==> config.mk <==
export PLATFORM = sky130hd
export DESIGN_NAME = vga_sync_gen
export DESIGN_NICKNAME = d
export VERILOG_FILES = /design/src/rtl/vga_sync_gen.sv
export SDC_FILE = /design/constraint.sdc
export NUM_CORES = 1
export LEC_CHECK = 0
export CAP_MARGIN = 10
export CORE_ASPECT_RATIO = 1.25
export CORE_UTILIZATION = 30
export CTS_CLUSTER_SIZE = 24
export DETAILED_ROUTE_END_ITERATION = 10
export PLACE_DENSITY_LB_ADDON = 0.12
export SYNTH_ARGS = -nofsm -noshare
export SYNTH_HDL_FRONTEND = slang
export SYNTH_SLANG_ARGS = --single-unit
==> constraint.sdc <==
create_clock -name clk -period 2.65 [get_ports clk]
set_clock_uncertainty 0.2 [all_clocks]
set_input_delay 0.53 -clock clk [delete_from_list [all_inputs] [get_ports clk]]
set_output_delay 0.53 -clock clk [all_outputs]
set_load 0.05 [all_outputs]
==> src/rtl/vga_sync_gen.sv <==
// rtl/vga_sync_gen.sv - raster timing generator: pixel counters, sync decode, delayed sync/blank
module vga_sync_gen #(
  parameter int H_VISIBLE   = 800,
  parameter int H_FRONT     = 40,
  parameter int H_SYNC      = 48,
  parameter int H_BACK      = 40,
  parameter int V_VISIBLE   = 480,
  parameter int V_FRONT     = 13,
  parameter int V_SYNC      = 3,
  parameter int V_BACK      = 29,
  parameter bit SYNC_ACTIVE = 1'b0,
  parameter int SYNC_DELAY  = 1
) (
  input  logic        clk,
  input  logic        reset,
  input  logic        pix_en,
  output logic [10:0] vga_h,
  output logic [10:0] vga_v,
  output logic        visible,
  output logic        hsync,
  output logic        vsync,
  output logic        blank,
  output logic        frame_start
);

  localparam int H_TOTAL = H_VISIBLE + H_FRONT + H_SYNC + H_BACK;
  localparam int V_TOTAL = V_VISIBLE + V_FRONT + V_SYNC + V_BACK;

  localparam logic [10:0] H_LAST       = 11'(H_TOTAL - 1);
  localparam logic [10:0] V_LAST       = 11'(V_TOTAL - 1);
  localparam logic [10:0] H_VIS_END    = 11'(H_VISIBLE);
  localparam logic [10:0] V_VIS_END    = 11'(V_VISIBLE);
  localparam logic [10:0] H_SYNC_START = 11'(H_VISIBLE + H_FRONT);
  localparam logic [10:0] H_SYNC_END   = 11'(H_VISIBLE + H_FRONT + H_SYNC);
  localparam logic [10:0] V_SYNC_START = 11'(V_VISIBLE + V_FRONT);
  localparam logic [10:0] V_SYNC_END   = 11'(V_VISIBLE + V_FRONT + V_SYNC);

  logic       h_last;
  logic       v_last;
  logic       hs_raw;
  logic       vs_raw;
  logic [2:0] raw_bus;
  logic [2:0] reset_bus;
  logic [2:0] dly_out;

  assign h_last = (vga_h == H_LAST);
  assign v_last = (vga_v == V_LAST);

  // Counters wrap exactly at the last position, so they can never leave range.
  always_ff @(posedge clk) begin
    if (reset) begin
      vga_h <= 11'd0;
      vga_v <= 11'd0;
    end else if (pix_en) begin
      if (h_last) begin
        vga_h <= 11'd0;
        vga_v <= v_last ? 11'd0 : vga_v + 11'd1;
      end else begin
        vga_h <= vga_h + 11'd1;
      end
    end
  end

  // High for the one clk in which the counters sit at (0,0) after a frame wrap.
  always_ff @(posedge clk) begin
    if (reset) begin
      frame_start <= 1'b0;
    end else begin
      frame_start <= pix_en && h_last && v_last;
    end
  end

  assign visible = (vga_h < H_VIS_END) && (vga_v < V_VIS_END);

  assign hs_raw = ((vga_h >= H_SYNC_START) && (vga_h < H_SYNC_END)) ? SYNC_ACTIVE : ~SYNC_ACTIVE;
  assign vs_raw = ((vga_v >= V_SYNC_START) && (vga_v < V_SYNC_END)) ? SYNC_ACTIVE : ~SYNC_ACTIVE;

  assign raw_bus   = {hs_raw, vs_raw, ~visible};
  assign reset_bus = {~SYNC_ACTIVE, ~SYNC_ACTIVE, 1'b0};

  // Delay line runs every clk so it matches the frame buffer's read latency, not pix_en.
  generate
    if (SYNC_DELAY == 0) begin : g_no_dly
      assign dly_out = raw_bus;
    end else begin : g_dly
      logic [2:0] stage [SYNC_DELAY];

      always_ff @(posedge clk) begin
        if (reset) begin
          for (int i = 0; i < SYNC_DELAY; i++) begin
            stage[i] <= reset_bus;
          end
        end else begin
          stage[0] <= raw_bus;
          for (int i = 1; i < SYNC_DELAY; i++) begin
            stage[i] <= stage[i-1];
          end
        end
      end

      assign dly_out = stage[SYNC_DELAY-1];
    end
  endgenerate

  assign hsync = dly_out[2];
  assign vsync = dly_out[1];
  assign blank = dly_out[0];

endmodule

# Yosys cells after proc, flatten, opt, wreduce, memory -nomap -nowiden
# Memory sizes are Yosys's and may differ from the RTL's.
# Cells that the tools add are included.
[totals]
register_bits = 23
ramBits = 3
wordCells = 31
memories = 1
[op_classes]
add_sub_neg = 2
magnitude_cmp = 6
eq_ne = 2
muxes = 9
bitwise = 1
reduce_logical = 7
[memory_table]
columns = ["memory", "depth", "width", "read_ports", "rd_clocked_by_memory_dff", "wr", "line", "rtl"]
rows = [
  ["g_dly.stage", 1, 3, 1, 0, 1, "86", "logic [2:0] stage [SYNC_DELAY];"],
]
[op_table]
columns = ["operator", "count"]
rows = [
  ["11-bit by 1-bit adder with 11-bit output, second input constant", 2],
  ["11-bit by 10-bit equality test with 1-bit output, second input constant", 2],
  ["11-bit by 10-bit < comparator with 1-bit output, second input constant", 2],
  ["11-bit by 9-bit < comparator with 1-bit output, second input constant", 2],
  ["11-bit two-way mux", 2],
  ["11-bit by 10-bit greater-or-equal comparator with 1-bit output, second input constant", 1],
  ["11-bit by 9-bit greater-or-equal comparator with 1-bit output, second input constant", 1],
  ["1-bit two-way mux", 6],
  ["1-bit logical AND", 5],
  ["3-bit two-way mux", 1],
  ["3-bit OR reduction", 1],
  ["2-bit AND reduction", 1],
  ["1-bit inverter", 1],
]

# Longest topological paths before layout
# Gate-level depths: netlist (run 1).
[depth]
word_depth = 4
ltp_mapped = 7
ltp_nobuf = 6

# Worst setup path after synthesis (run 1)
# OpenSTA, ideal clock, no wires.
[synth_timing]
path_kind = "flip-flop to output port"
from = "reg vga_h[10]"
to = "out visible"
arrival_ns = 2.558
required_ns = 1.920
path_slack_ns = -0.638
stages_incl_launch_ff = 4
path_buffers = 0
path_cell_list = "dfxtp_1 > nand3b_1 > o21ai_0 > nor4_1"
[synth_between]
elab_chain_cells = 2
[synth_lines]
columns = ["element", "line", "rtl"]
rows = [
  ["start, declared", "17", "output logic [10:0] vga_h,"],
  ["start signal, assigned", "59", "vga_h <= vga_h + 11'd1;"],
  ["11-bit by 10-bit < comparator with 1-bit output", "73", "assign visible = (vga_h < H_VIS_END) && (vga_v < V_VIS_END);"],
  ["1-bit logical AND", "73", ""],
  ["end, declared", "19", "output logic visible,"],
]
# No other way between the ends.

# Final worst setup path (run 1)
[layout_timing]
from = "reg vga_v[6]"
to = "out vga_v[6]"
[layout_lines]
columns = ["element", "line", "rtl"]
rows = [
  ["start, declared", "18", "output logic [10:0] vga_v,"],
  ["start signal, assigned", "57", "vga_v <= v_last ? 11'd0 : vga_v + 11'd1;"],
]
# No word-level cell between the ends.

==> reports/qor.csv, run 1 <==
stage,metric,value,unit
timing,fin_crit_sh,90.1,%
cts,clock_latency,270,ps
timing,slew_headroom,61.5,%
cts,cts_tree,done,
power_and_ir_drop,peakVddDrop,0.205,mV
setup_path,critPathCapture,vga_v[6],
setup_path,critical_path.cell_chain,clkdlybuf4s50_1,
synth,synthMostInstantiatedCell,dfxtp_1,
finish,fin_nets,197,
timing,hold_ws,335,ps
setup_path,critPathRequiredTime,1920,ps
job,max_cap_violations,0,
die,die_area,4740,um2
synth,syn_nets,165,
finish,diodes,0,
setup_path,cp_top_family,buffers and inverters,
die,die_x,61.8,um
grt,grt_util_all_layers,15.5,%
cts,cts_root_buffer,clkbuf_8,
timing,layout_min_cycle_time,2390,ps
timing,finalSetupViolations,0,
cts,numCtsBuffers,3,
setup_path,crit_start,vga_v[6]$_SDFFE_PP0P_,
finish,multi_input_area,762,um2
route,drcViolationCount,0,
grt,grt_pass1_wl,5.71,mm
timing,rsz0062_at_grt,false,
synth,yosys-top-cells-count,"26 x dfxtp_1, 17 x nor2_1, 11 x nand3_1, 10 x a21oi_1, 9 x inv_1",
synth,yosys_warnings,0,
finish,seq_area,520,um2
grt,grt_overflow,0,
route,wl,3.30,mm
power_and_ir_drop,p_per_area,389,nW/um2
cts,clock_path_buffers,2,
die,io-pin-count,30,
timing,hold_violations,0,
die,die_h,76.7,um
route,wl_per_cell,13.5,um
route,route.vias.total,1250,
timing,maxSlewViolCount,0,
die,core,4200,um2
route,viasPerCell,5.12,
synth,yosys-top-cells-area,"dfxtp_1 39%, nor2_1 4.8%, ha_1 4.7%, xnor2_1 4.6%, nand3_1 4.1%",
route,drtIter0Drc,67,
finish,fillerInstances,425,
route,ant_nets,0,
setup_path,critPathMaxStageDelay,870,ps
grt,grt_max_degree,19,
power_and_ir_drop,p_leak,0.581,nW
route,dr.pass1.iters,4,
timing,layout_setup_ws,262,ps
place,gp_congestion,0.792,
place,post-place-ws,130,ps
finish,drive_gt1_share,10.1,%
place,io_buffers,29,
synth,ys.flop_type,dfxtp_1,
cts,clkSinkCount,26,
cts,ctsHoldBuffers,0,
setup_path,worstPathArrival,1660,ps
timing,fmaxAchievable,419,MHz
setup_path,reg2reg_from,vga_h[0]$_SDFFE_PP0P_,
synth,synth_cell_types,39,
timing,fin_setup_tns,0,ps
grt,grt_pass1_vias,1223,
setup_path,crit_slowest_cell,clkdlybuf4s50_1,
synth,synth_edf_count,0,
grt,antenna_found_initial,0,
place,place_hpwl,2.38,mm
cts,cts_resized,0,
min_path,hp-class,reg -> reg,
synth,syn_avg_cell_area,8.54,um2
setup_path,critPathKind,reg -> out,
synth,synth.top_cell.area_share,38.8,%
setup_path,critPathLaunchType,flip-flop,
synth,ys_ff_latch,26,
synth,synth_top_area_cell,dfxtp_1,
setup_path,crit_cells,1,
run_status,status,"finished, final reports clean",
synth,synth-seq-area-share,38.8,%
synth,syn_area,1340,um2
setup_path,crit_buf_inv,1,
die,rows,26,
timing,tightest_slew,576,ps
setup_path,reg2reg_slack,440,ps
cts,clk_pin_slew,90,ps
setup_path,rr_worst_depth,5,
setup_path,cp-end-kind,output port,
cts,cts_setup_buffers,0,
die,start_util,31.9,%
setup_path,worst-path-max-fanout,9,
synth,synthArstFlopShare,0,%
setup_path,r2r_end,vga_h[0]$_SDFFE_PP0P_,
cts,htree_levels,1,
synth,synthCells,157,
finish,area_growth,32.8,%
layer usage:
| layer | vias to the layer above | share of wire [%] | track usage, % |
|---|---|---|---|
| li1 | 624 | - | - |
| met1 | 586 | 46 | 21.2 |
| met4 | 0 | 1.0 | 6.44 |
| met2 | 36 | 49 | 23.9 |
| met3 | 4 | 3.2 | 2.19 |
| met5 | - | 0 | 0 |
area by class of cell:
| cell class | instances | share of cell area [%] |
|---|---|---|
| multi-input cells | 115 | 42.8 |
| flip-flops and latches | 26 | 29.3 |
| repair buffers | 34 | 19.0 |
| well taps | 56 | 3.94 |
| clock buffers | 4 | 3.09 |
| inverters | 9 | 1.90 |
logic make-up after synthesis:
kind of cell / Yosys count / synth area share (%)
AO/OA/AOI/OAI: 23 / 10.8
XOR/XNOR: 10 / 6.54
adder cells (fa/ha/maj): 5 / 4.67
buffers and inverters: 16 / 5.41
flip-flops: 26 / 38.8
multiplexers: 1 / 0.747
AND/OR/NAND/NOR: 76 / 33.0
state kept, by name, indices dropped and copies added, names as in the netlist:
register and cells:
g_dly.stage 3, vga_v 11, frame_start 1, vga_h 11
cells in the final DEF (no fill, tap or decap), drive strengths merged, types with 6 or more instances in the layout:
cell type | Yosys | final
a21oi | 10 | 10
buf | 6 | 6
clkdlybuf4s50 | 0 | 28
dfxtp | 26 | 26
inv | 9 | 9
nand2 | 8 | 8
nand3 | 11 | 11
nand4 | 9 | 9
nor2 | 17 | 17
nor3 | 6 | 6
o32ai | 6 | 6
or3 | 6 | 6
xnor2 | 7 | 7
power breakdown:
group	switching, mW	total (mW)	internal (mW)
clock network	0.118	0.250	0.133
logic	0.0270	0.0430	0.0160
registers	0.00438	0.398	0.394
through the flow:
stage / util (%) / instances / area [um2] / power, mW
after floorplan: - / 157 / 1360 / 0.436
after global placement: 41.1 / 240 / 1720 / 0.449
after detailed placement: 41.1 / 240 / 1720 / 0.450
after CTS: 42.4 / 244 / 1780 / 0.704
after global routing: 42.4 / 244 / 1780 / 0.730
final: 42.4 / 244 / 1780 / 0.691
how the worst min path moves through the flow:
stage	depth (start not counted)	slack, ps	to	start
after detailed placement	2	330	vga_v[1]$_SDFFE_PP0P_	vga_v[1]$_SDFFE_PP0P_
after floorplan	2	500	vga_v[1]$_SDFFE_PP0P_	vga_v[1]$_SDFFE_PP0P_
after global routing	2	380	vga_v[1]$_SDFFE_PP0P_	vga_v[1]$_SDFFE_PP0P_
after CTS	2	340	vga_v[1]$_SDFFE_PP0P_	vga_v[1]$_SDFFE_PP0P_
after global placement	2	320	vga_v[1]$_SDFFE_PP0P_	vga_v[1]$_SDFFE_PP0P_
final	2	330	vga_v[1]$_SDFFE_PP0P_	vga_v[1]$_SDFFE_PP0P_
Power figures use the tool's default switching activity.
==> run 2, diff against run 1 <==
--- a/config.mk
+++ b/config.mk
@@ -8,6 +8,7 @@
 export CAP_MARGIN = 10
 export CORE_ASPECT_RATIO = 1.25
 export CORE_UTILIZATION = 30
+export CTS_CLUSTER_DIAMETER = 40
 export CTS_CLUSTER_SIZE = 24
 export DETAILED_ROUTE_END_ITERATION = 10
 export PLACE_DENSITY_LB_ADDON = 0.12
==> results of run 2 <==
Same layout as run 1: the final DEF is identical, and so are final timing and power.
==> run 3, diff against run 2 <==
==> constraint.sdc (replaced) <==
create_clock -name clk -period 2.65 [get_ports clk]
set_clock_uncertainty 0.2 [all_clocks]
set_input_delay 0.53 -clock clk [delete_from_list [all_inputs] [get_ports clk]]
set_output_delay 0.53 -clock clk [all_outputs]
set_load 0.02 [all_outputs]
==> run 3 against run 2 <==
  * Critical path type unchanged
  * Cell count is 1.6% higher
  * First-iteration DRC count is 21% lower
  * Count of clock-buffer cells in the layout stayed put
  * Combinational power is 14% lower
  * Critical path depth is 3 higher
==> reports/qor.csv, run 3 (synthesis results as in run 1) <==
stage,metric,value,unit,change
route,drtIter0Drc,53,,-21%
finish,fin_util,42.5,%,+0.090 points
finish,reg_top3,"vga_h: 11 flops, vga_v: 11 flops, g_dly.stage: 3 flops",,
place,dpl.cell_count,244,,+1.7%
timing,finalSetupViolations,0,,unchanged
setup_path,critical_path.cell_chain,nor3_1 > o21ai_0 > nor4_1 > dlygate4sd2_1,,
grt,grt-busiest-layer,met2,,
place,place_hpwl,2.50,mm,+4.7%
setup_path,cp-end-kind,output port,,
grt,antenna_found_initial,0,,unchanged
setup_path,critPathMaxStageDelay,390,ps,-480 ps
finish,finalNonFillerCells,248,,+1.6%
route,viasPerCell,5.12,,-0.12%
setup_path,critPathKind,reg -> out,,
cts,clk_pin_slew,90,ps,about the same
timing,maxSlewViolCount,0,,unchanged
grt,grt_pass1_wl,5.61,mm,-1.7%
route,wl,3.36,mm,+2.0%
grt,grt_overflow,0,,unchanged
timing,layout_min_cycle_time,2330,ps,-57.9 ps
die,core,4200,um2,unchanged
cts,numCtsBuffers,3,,unchanged
cts,clock_latency,270,ps,about the same
power_and_ir_drop,p_leak,0.585,nW,+0.70%
grt,grt_max_degree,18,,-1
cts,cts_root_buffer,clkbuf_8,,
cts,htree_levels,1,,unchanged
setup_path,critPathRequiredTime,1920,ps,about the same
grt,grt_util_all_layers,15.8,%,+0.27 points
timing,fin_setup_tns,0,ps,unchanged
cts,clkSinkCount,26,,unchanged
finish,fin_nets,201,,+2.0%
setup_path,critPathLaunchType,flip-flop,,
timing,hold_violations,0,,unchanged
route,route.vias.total,1269,,+1.5%
timing,fmaxAchievable,429,MHz,+2.5%
die,die_area,4740,um2,unchanged
grt,use_met3,2.53,%,+0.34 points
die,die_h,76.7,um,unchanged
timing,layout_setup_ws,320,ps,+57.9 ps
grt,grt_pass1_vias,1180,,-3.5%
place,io_buffers,29,,unchanged
route,drcViolationCount,0,,unchanged
route,dr.pass1.iters,5,,+1
finish,layout_commonest_cell,clkdlybuf4s50_1,,
cts,ctsHoldBuffers,0,,unchanged
timing,rsz0062_at_grt,false,,
route,ant_nets,0,,unchanged
die,io-pin-count,30,,unchanged
die,die_x,61.8,um,unchanged
grt,use_met1,18.7,%,-2.5 points
power_and_ir_drop,peakVddDrop,0.190,mV,-7.4%
finish,diodes,0,,unchanged
cts,clock_path_buffers,2,,unchanged
finish,area_growth,33.1,%,
setup_path,crit_slowest_cell,dfxtp_1,,
power_and_ir_drop,p_per_area,389,nW/um2,+0.21%
finish,drive_gt1_share,10.9,%,+0.83 points
run_status,status,"finished, final reports clean",,
route,wl_per_cell,13.6,um,+0.39%
timing,slew_headroom,61.1,%,-0.44 points
finish,final_cell_mix,"28 x clkdlybuf4s50_1, 26 x dfxtp_1, 17 x nor2_1, 11 x nand3_1, 10 x a21oi_1",,
place,post-place-ws,111,ps,-19.3 ps
grt,gr-usage-met2,27.1,%,+3.2 points
cts,cts_tree,done,,
job,max_cap_violations,0,,unchanged
timing,tightest_slew,582,ps,+6.62 ps
timing,fin_crit_sh,87.9,%,-2.2 points
setup_path,reg2reg_slack,510,ps,+70 ps
setup_path,worstPathArrival,1600,ps,-60 ps
cts,cts_setup_buffers,0,,unchanged
place,gp_congestion,0.850,,+7.3%
die,start_util,31.9,%,unchanged
setup_path,worst-path-max-fanout,7,,-2
min_path,hp-class,reg -> reg,,
die,rows,26,,unchanged
==> run 3: final timing paths <==
kind	startpoint	cells past startpoint	to
worst max register to register	vga_h[0]$_SDFFE_PP0P_	5	vga_h[10]$_SDFFE_PP0P_
worst min-delay path	vga_v[1]$_SDFFE_PP0P_	2	vga_v[1]$_SDFFE_PP0P_
worst min register to register	vga_v[1]$_SDFFE_PP0P_	2	vga_v[1]$_SDFFE_PP0P_
worst max-delay path	vga_h[5]$_SDFFE_PP0P_	4	visible
==> run 3: worst max-delay path: cells and delay by family (launching register included) <==
| kind | cells | cell delay, ps |
|---|---|---|
| and+or+nand+nor | 2 | 460 |
| DFF | 1 | 390 |
| buffers and inverters | 1 | 380 |
| AOI/OAI and AO/OA | 1 | 110 |
==> run 3: cell type report <==
class	count	area, um2
fillers	428	2410
flip-flops and latches	26	520
inverters	9	33.8
multi-input cells	115	747
clock buffers	4	55.1
repair buffers	38	357
well taps	56	70.1
==> run 3: routing by layer <==
layer  part of all wire, %  wire [um]  up-vias
li1                      -          -      634
met1                    44       1480      611
met2                    53       1770       22
met3                   2.6         86        2
met4                  0.68         23        0
met5                     0          0        -
==> run 3: repair_timing <==
item                                   in CTS  in global routing
gates resized for setup                     1                  0
setup endpoints to repair                   1                  0
endpoints found under the hold margin       0                  0
==> run 3: stage by stage <==
| stage | area, um2 | hold slack (ps) | power (mW) |
|---|---|---|---|
| detailed placement | 1730 | 316 | 0.444 |
| global route | 1780 | 357 | 0.723 |
| floorplan | 1340 | 367 | 0.428 |
| finish | 1780 | 330 | 0.694 |
| CTS | 1780 | 329 | 0.704 |
| global placement | 1730 | 318 | 0.444 |
==> run 3: power breakdown <==
group	switching, mW	leakage, nW	internal, mW
Sequential	0.00491	0.210	0.394
Combinational	0.0198	0.347	0.0171
Clock	0.126	0.0288	0.133
